<file path="config.mk">
export PLATFORM = sky130hd
export DESIGN_NAME = wb_rr_arbiter
export DESIGN_NICKNAME = d
export VERILOG_FILES = /design/src/rtl/wb_rr_arbiter.sv
export SDC_FILE = /design/constraint.sdc
export NUM_CORES = 1
export LEC_CHECK = 0
export ABC_AREA = 1
export CAP_MARGIN = 20
export CORE_AREA = 2 2 123 125
export CTS_BUF_LIST = sky130_fd_sc_hd__clkbuf_2
export DETAILED_ROUTE_END_ITERATION = 7
export DIE_AREA = 0 0 125 127
export HOLD_SLACK_MARGIN = 0.08
export SKIP_CTS_REPAIR_TIMING = 1
export SYNTH_ARGS = -nofsm -noshare
export SYNTH_HDL_FRONTEND = slang
export SYNTH_SLANG_ARGS = --single-unit
</file>
<file path="constraint.sdc">
create_clock -name wb_clk_i -period 2.2 [get_ports wb_clk_i]
set_input_delay 0.55 -clock wb_clk_i [delete_from_list [all_inputs] [get_ports wb_clk_i]]
set_output_delay 0.55 -clock wb_clk_i [all_outputs]
set_load 0.02 [all_outputs]
</file>
<file path="src/rtl/wb_rr_arbiter.sv">
// Four-master Wishbone round-robin arbiter with slave-ack timeout.
// Ports:
//   wb_clk_i / wb_rst_i               clock, async active-low reset
//   wbm_*_i                           packed per-master requests (master n at slice n)
//   wbm_dat_o / wbm_ack_o / wbm_err_o read data broadcast, per-master ack and timeout error
//   wbs_*_o / wbs_dat_i / wbs_ack_i   shared slave bus
//   grant_o                           registered one-hot grant, zero when idle
module wb_rr_arbiter #(
    parameter int unsigned BUS_DATA_WIDTH = 32,
    parameter int unsigned BUS_ADDR_WIDTH = 8,
    parameter int unsigned TIMEOUT_CYCLES = 16,
    localparam int unsigned BYTE_EN_WIDTH = BUS_DATA_WIDTH / 8
) (
    input  logic                          wb_clk_i,
    input  logic                          wb_rst_i,
    input  logic [3:0]                    wbm_cyc_i,
    input  logic [3:0]                    wbm_stb_i,
    input  logic [3:0]                    wbm_we_i,
    input  logic [4*BYTE_EN_WIDTH-1:0]    wbm_sel_i,
    input  logic [4*BUS_ADDR_WIDTH-1:0]   wbm_adr_i,
    input  logic [4*BUS_DATA_WIDTH-1:0]   wbm_dat_i,
    output logic [BUS_DATA_WIDTH-1:0]     wbm_dat_o,
    output logic [3:0]                    wbm_ack_o,
    output logic [3:0]                    wbm_err_o,
    output logic                          wbs_cyc_o,
    output logic                          wbs_stb_o,
    output logic                          wbs_we_o,
    output logic [BYTE_EN_WIDTH-1:0]      wbs_sel_o,
    output logic [BUS_ADDR_WIDTH-1:0]     wbs_adr_o,
    output logic [BUS_DATA_WIDTH-1:0]     wbs_dat_o,
    input  logic [BUS_DATA_WIDTH-1:0]     wbs_dat_i,
    input  logic                          wbs_ack_i,
    output logic [3:0]                    grant_o
);

    localparam int unsigned CNT_WIDTH = 8;

    typedef enum logic {
        IDLE = 1'b0,
        BUSY = 1'b1
    } state_t;

    state_t                 state_q, state_d;
    logic [3:0]             grant_q, grant_d;
    logic [1:0]             last_q, last_d;
    logic [CNT_WIDTH-1:0]   cnt_q, cnt_d;
    logic [3:0]             err_q, err_d;

    logic [1:0]             winner;
    logic [1:0]             gidx;
    logic                   granted;
    logic                   abort;

    assign grant_o   = grant_q;
    assign wbm_err_o = err_q;
    assign granted   = |grant_q;
    // Slave controls are dropped during the cycle the timeout error is presented.
    assign abort     = |err_q;

    // Round-robin pick: lowest offset from last_q+1 wins (offset 4 == last_q itself).
    always_comb begin
        winner = last_q;
        for (int k = 4; k >= 1; k--) begin
            if (wbm_cyc_i[2'(last_q + 2'(k))]) begin
                winner = 2'(last_q + 2'(k));
            end
        end
    end

    // Binary index of the current one-hot grant.
    always_comb begin
        gidx = '0;
        for (int k = 0; k < 4; k++) begin
            if (grant_q[k]) begin
                gidx = 2'(k);
            end
        end
    end

    // State register.
    always_ff @(posedge wb_clk_i or negedge wb_rst_i) begin
        if (!wb_rst_i) begin
            state_q <= IDLE;
            grant_q <= '0;
            last_q  <= 2'd3;
            cnt_q   <= '0;
            err_q   <= '0;
        end else begin
            state_q <= state_d;
            grant_q <= grant_d;
            last_q  <= last_d;
            cnt_q   <= cnt_d;
            err_q   <= err_d;
        end
    end

    // Next-state: arbitration, tenure release and timeout counting.
    always_comb begin
        state_d = state_q;
        grant_d = grant_q;
        last_d  = last_q;
        cnt_d   = cnt_q;
        err_d   = '0;
        case (state_q)
            IDLE: begin
                if (|wbm_cyc_i) begin
                    grant_d = 4'b0001 << winner;
                    cnt_d   = '0;
                    state_d = BUSY;
                end
            end
            BUSY: begin
                if (!wbm_cyc_i[gidx]) begin
                    grant_d = '0;
                    last_d  = gidx;
                    cnt_d   = '0;
                    state_d = IDLE;
                end else if (!wbs_stb_o || wbs_ack_i) begin
                    // Ack has priority over a simultaneous timeout.
                    cnt_d = '0;
                end else if (cnt_q == CNT_WIDTH'(TIMEOUT_CYCLES - 1)) begin
                    err_d = grant_q;
                    cnt_d = '0;
                end else begin
                    cnt_d = cnt_q + CNT_WIDTH'(1);
                end
            end
            default: state_d = IDLE;
        endcase
    end

    // Outputs: granted master's fields onto the slave bus, ack routed back.
    always_comb begin
        wbs_cyc_o = 1'b0;
        wbs_stb_o = 1'b0;
        wbs_we_o  = 1'b0;
        wbs_sel_o = '0;
        wbs_adr_o = '0;
        wbs_dat_o = '0;
        if (granted) begin
            wbs_cyc_o = wbm_cyc_i[gidx] & ~abort;
            wbs_stb_o = wbm_stb_i[gidx] & ~abort;
            wbs_we_o  = wbm_we_i[gidx];
            wbs_sel_o = wbm_sel_i[32'(gidx) * BYTE_EN_WIDTH +: BYTE_EN_WIDTH];
            wbs_adr_o = wbm_adr_i[32'(gidx) * BUS_ADDR_WIDTH +: BUS_ADDR_WIDTH];
            wbs_dat_o = wbm_dat_i[32'(gidx) * BUS_DATA_WIDTH +: BUS_DATA_WIDTH];
        end
        wbm_ack_o = grant_q & {4{wbs_ack_i & wbs_stb_o}};
        wbm_dat_o = wbs_dat_i;
    end

endmodule
</file>
==> reports/results.tsv, run 1 <==
stage	metric	value	unit
grt	first-pass GRT wire length	23.0	mm
sta	crit share post-route	1.12	
setup_path	Required @ worst endpoint	1.65	ns
pwr	PwrDens	1130	nW/um^2
sta	Final Hold Viols	0	
route	final WL	15.7	mm
route	DR iter-0 viols	190	
place	PortBufs	249	
synth	post-synth top area share	0.185	
sta	Tmin final	2.45	ns
place	Placed Instances	939	
floorplanning	Die ar.	15900	um^2
setup_path	Setup CP Type	flip-flop to output port	
layout	# nets final	996	
synth	Post-Syn Instances	516	
worst_hold_path	Worst Hold Class	input port to async pin	
synth	syn nets	740	
pwr	Clock Power Share	0.021	
floorplanning	Rows	44	
synth	flops & latches, synth	19	
clock_network	TritonCTS clock tree	yes	
pwr	Max VDD drop	0.000531	V
pwr	Pleak	2.81	nW
route	remaining antenna violation count	0	
layout	share of cells above drive strength 1	0.271	
synth	Post-synth EDFFs	0	
synth	predominant post-synthesis flop cell	dfrtp_1	
setup_path	CP endpoint kind	output port	
grt	GR Util All Layers	0.176	
pwr	Pwr Total	7.34	mW
route	via count of the routed design	4477	
floorplanning	Die Span Y	127	um
floorplanning	area of the core	14400	um^2
clock_network	Clock transition at path regs	0.17	ns
setup_path	Worst Setup Start Kind	flip-flop	
run_status	status	complete, but fails checks	
sta	clock skew	0.00125	ns
run_status	failing checks	setup timing	
sta	max_slew headroom	0.734	
place	routability congestion estimate from global placement	0.808	
pwr	Pint	3.59	mW
synth	most instantiated cells after synthesis	149 x nor2_1, 70 x o21ai_0, 69 x nand2_1, 37 x buf_4, 25 x o21ai_1	
job	Max Cap Viol	0	
layout	final core occ	0.449	
sta	fin worst setup slack	-0.254	ns
floorplanning	initial core utilization	0.209	
pwr	Flop pwr share	0.066	
clock_network	# clock sinks	19	
clock_network	total CTS buffers	3	
clock_network	Root Driver	clkbuf_2	
grt	initial antenna violation count	1	
route	drt wl/cell	16.5	um
layout	Layout area overhead	114	%
clock_network	clk buf depth	2	
sta	Slew Viols, Final	0	
synth	Async SR Flop Fraction	1.00	
synth	sequential area share after synthesis	0.158	
synth	most area-hungry cell type in the Yosys netlist	nor2_1	
route	Residual DRC	0	
sta	# setup viols final	51	
pwr	switching fraction of total power	0.510	
setup_path	FF-to-FF setup slack	0.35	ns
synth	Area contributors post-synth	nor2_1 19%, dfrtp_1 14%, o21ai_0 12%, buf_4 9.2%, nand2_1 8.6%	
layout	Fill cells	1481	
grt	Overflow after GRT	0	
synth	Syn. warnings	0	
sta	Tightest Pin Transition	0.395	ns
clock_network	H-Tree Depth	1	
floorplanning	Die Span X	125	um
grt	largest net degree at the start of global routing	45	
grt	vias in the first global route	4319	
route	via/cell ratio	4.69	
layout	# diodes	0	
sta	RSZ-0062 raised after global routing	yes	
layout	Finished Layout Cells	955	
sta	Achievable Freq	407	MHz
synth	post-synthesis cell type count	33	
route	Initial DRT Pass Iterations	4	
setup_path	CP max FO	4	
setup_path	worst endpoint data arrival time	1.90	ns
place	DPL Wire Length	11.7	mm
sta	Setup Total Neg Slack	-10.30	ns
pwr	Logic pwr share	0.913	
pwr	net switching power	3.74	mW
synth	post-synthesis average cell area	5.85	um^2
floorplanning	Top Ports	314	
clock_network	clock latency on the worst-skew pair	0.31	ns
synth	Syn Std Cell Area	3020	um^2
synth	most numerous cell in the Yosys netlist	nor2_1	
[critical path: stages, from the launching register on]
cell and delay (ns):
dfrtp_2 0.50, nor2_4 0.20, inv_4 0.08, nor3_4 0.19, buf_4 0.17, nor2_1 0.06
nand2_2 0.07, inv_2 0.04, nand2_4 0.10, nor2_2 0.04, buf_4 0.15
[cells in the final DEF (no fill, tap or decap), types with 8 or more instances in the layout]
cell type,count
a21oi_1,15
buf_12,11
buf_4,74
buf_6,22
clkdlybuf4s50_1,196
dfrtp_1,15
inv_1,12
nand2_1,66
nand3_1,10
nand4_1,8
nor2_1,142
o21ai_0,50
o21ai_1,35
o21ai_2,12
o32ai_2,18
o32ai_4,8
[path summary, 6_finish.rpt]
check / cells after the start / endpoint / start
worst max-delay path: 10 / wbm_ack_o[2] / grant_o[3]
worst min-delay path: 2 / cnt_q[5] / wb_rst_i
worst max register to register: 11 / wbm_err_o[1] / grant_o[2]
worst min register to register: 2 / cnt_q[1] / cnt_q[1]
max in group asynchronous: 2 / last_q[1] / wb_rst_i
min in group wb_clk_i: 2 / cnt_q[1] / cnt_q[1]
[cell families after synthesis]
logic type,after synthesis,share of synthesized area
xor gates and xnor gates,4,0.0116
AOI/OAI and AO/OA,147,0.296
DFF,19,0.158
buffers and inverters,91,0.173
adders and majority gates,1,0.00414
and+or+nand+nor,254,0.356
[power groups by stage]
| stage | sequential [mW] | combinational (mW) | clock (mW) |
|---|---|---|---|
| floorplan | 0.477 | 3.21 | 0 |
| global placement | 0.488 | 5.92 | 0 |
| detailed placement | 0.487 | 5.91 | 0 |
| CTS | 0.481 | 5.94 | 0.161 |
| global route | 0.494 | 7.20 | 0.180 |
| finish | 0.484 | 6.70 | 0.155 |
[state kept, by name, summed over array words and instances (netlist names)]
register,count
state_q,1
grant_o,4
wbm_err_o,4
cnt_q,8
last_q,2
[final cells by class]
cell class              count  area (um^2)  area share
flip-flops and latches     19          480      0.0742
clock buffers               4         20.0     0.00309
well taps                 184          230      0.0356
multi-input cells         406         2400       0.371
inverters                  22         90.1      0.0139
repair buffers            320         3250       0.502
[per-layer routing]
layer / vias up / track usage / part of all wire
met1: 2080 / 0.235 / 0.44
li1: 2218 / - / -
met5: - / 0 / 0.00083
met4: 2 / 0.0176 / 0.0088
met2: 163 / 0.310 / 0.49
met3: 14 / 0.0272 / 0.063
[through the flow]
stage / hold slack [ns] / area [um^2] / setup WS [ns]
CTS: 0.536 / 6050 / -0.740
detailed placement: 0.504 / 6030 / -0.547
finish: 0.539 / 6470 / -0.254
floorplan: 0.254 / 3180 / 0.0342
global placement: 0.496 / 6030 / -0.532
global route: 0.531 / 6470 / -0.390
Note: power is estimated with default switching activity, not from simulation.
==> inputs of run 2 (changes only) <==
--- a/config.mk
+++ b/config.mk
@@ -7,12 +7,13 @@
 export LEC_CHECK = 0
 export ABC_AREA = 1
 export CAP_MARGIN = 20
-export CORE_AREA = 2 2 123 125
+export CELL_PAD_IN_SITES_DETAIL_PLACEMENT = 0
+export CELL_PAD_IN_SITES_GLOBAL_PLACEMENT = 1
+export CORE_UTILIZATION = 18
 export CTS_BUF_LIST = sky130_fd_sc_hd__clkbuf_2
 export DETAILED_ROUTE_END_ITERATION = 7
-export DIE_AREA = 0 0 125 127
 export HOLD_SLACK_MARGIN = 0.08
-export SKIP_CTS_REPAIR_TIMING = 1
+export PLACE_DENSITY_LB_ADDON = 0.1
 export SYNTH_ARGS = -nofsm -noshare
 export SYNTH_HDL_FRONTEND = slang
 export SYNTH_SLANG_ARGS = --single-unit
==> reports/results.tsv, run 2 (same netlist as run 1, synthesis figures left out) <==
stage	metric	value	unit
run_status	status	complete, but fails checks	
run_status	failing checks	setup timing	
grt	first-pass GRT wire length	28.1	mm
setup_path	Worst Setup Start Kind	flip-flop	
sta	Achievable Freq	395	MHz
clock_network	clk buf depth	2	
clock_network	Root Driver	clkbuf_2	
floorplanning	Die Span Y	132	um
worst_hold_path	Worst Hold Class	input port to async pin	
clock_network	Clock transition at path regs	0.21	ns
layout	commonest non-fill, non-tap cell in the layout	clkdlybuf4s50_1	
layout	share of cells above drive strength 1	0.328	
sta	RSZ-0062 raised after global routing	yes	
grt	largest net degree at the start of global routing	25	
pwr	Pleak	2.95	nW
sta	Setup Total Neg Slack	-13.19	ns
sta	# setup viols final	51	
clock_network	H-Tree Depth	1	
pwr	PwrDens	1160	nW/um^2
layout	Layout area overhead	126	%
layout	most frequent cells in the layout	195 x clkdlybuf4s50_1, 127 x nor2_1, 91 x buf_4	
clock_network	clock latency on the worst-skew pair	0.32	ns
clock_network	TritonCTS clock tree	yes	
clock_network	Post-CTS Hold Fix Bufs	0	
sta	clock skew	0.0289	ns
floorplanning	area of the core	16100	um^2
route	remaining antenna violation count	0	
floorplanning	Die ar.	17300	um^2
layout	Most flops, register	cnt_q	
floorplanning	Die Span X	132	um
floorplanning	Top Ports	314	
layout	Largest register FFs	8	
place	PortBufs	249	
floorplanning	initial core utilization	0.187	
setup_path	CP endpoint kind	output port	
setup_path	CP max FO	9	
place	routability congestion estimate from global placement	0.883	
setup_path	worst endpoint data arrival time	1.98	ns
clock_network	total CTS buffers	3	
sta	Final Hold Viols	0	
route	Residual DRC	0	
place	DPL Wire Length	13.9	mm
sta	Tightest Pin Transition	0.303	ns
grt	GR Util All Layers	0.206	
layout	# nets final	1025	
route	via/cell ratio	4.54	
clock_network	# clock sinks	19	
floorplanning	Rows	46	
sta	crit share post-route	1.15	
sta	Slew Viols, Final	0	
pwr	Pwr Total	7.93	mW
grt	Overflow after GRT	0	
route	via count of the routed design	4616	
grt	initial antenna violation count	1	
route	Initial DRT Pass Iterations	4	
setup_path	Required @ worst endpoint	1.65	ns
sta	Tmin final	2.53	ns
sta	max_slew headroom	0.796	
setup_path	Setup CP Type	flip-flop to output port	
route	final WL	18.6	mm
job	Max Cap Viol	0	
layout	final core occ	0.424	
route	drt wl/cell	18.3	um
layout	# diodes	0	
sta	fin worst setup slack	-0.330	ns
grt	vias in the first global route	4652	
route	DR iter-0 viols	107	
pwr	Max VDD drop	0.000629	V
run 2: worst max-delay path, cell delays in order (launching register included):
cell	delay, ns
dfrtp_2	0.48
buf_6	0.14
a21oi_4	0.17
buf_12	0.19
buf_12	0.12
buf_16	0.11
buf_6	0.09
nor2_1	0.03
o32ai_1	0.10
buf_2	0.22
run 2: cell type report:
cell class | count | area (um^2)
Clock buffer | 4 | 20.0
Fill cell | 1663 | 9280
Inverter | 22 | 97.6
Tap cell | 216 | 270
Sequential cell | 19 | 480
Timing Repair Buffer | 349 | 3540
Multi-Input combinational cell | 406 | 2430
run 2: final timing paths:
kind / from / endpoint / slack, ns / depth (start not counted)
max in group asynchronous: wb_rst_i / last_q[1] / 1.39 / 2
worst max register to register: grant_o[3] / wbm_err_o[0] / 0.23 / 11
worst min register to register: cnt_q[1] / cnt_q[1] / 0.55 / 2
worst max-delay path: grant_o[3] / wbs_adr_o[7] / -0.33 / 9
min in group wb_clk_i: cnt_q[1] / cnt_q[1] / 0.55 / 2
worst min-delay path: wb_rst_i / cnt_q[0] / 0.53 / 2
run 2: what timing repair did:
item	4_1_cts	5_1_grt
setup endpoints to repair	53	52
pin swaps	24	34
gates resized for setup	345	65
setup buffers	28	8
cloned	6	3
run 2: power by group:
group | leakage (nW) | internal, mW | switching (mW)
Clock | 0.0166 | 0.0482 | 0.112
Combinational | 2.69 | 3.51 | 3.77
Sequential | 0.250 | 0.409 | 0.0741
Total | 2.95 | 3.97 | 3.96
run 2: per-layer routing:
metal  global-route usage  vias up  share of wire
li1                     -     2281              -
met3               0.0313       24          0.048
met5                    0        -        0.00070
met1                0.256     2165           0.43
met4               0.0342        2          0.013
met2                0.374      144           0.51
run 2: per-stage QoR:
step | instances | instance area [um^2] | hold slack [ns] | worst slack, ns
6_report | 1016 | 6840 | 0.533 | -0.330
5_1_grt | 1016 | 6840 | 0.522 | -0.450
4_1_cts | 1013 | 6680 | 0.526 | -0.354
3_5_place_dp | 977 | 6130 | 0.508 | -0.661
3_3_place_gp | 977 | 6130 | 0.501 | -0.639
2_1_floorplan | 516 | 3180 | 0.254 | 0.0342
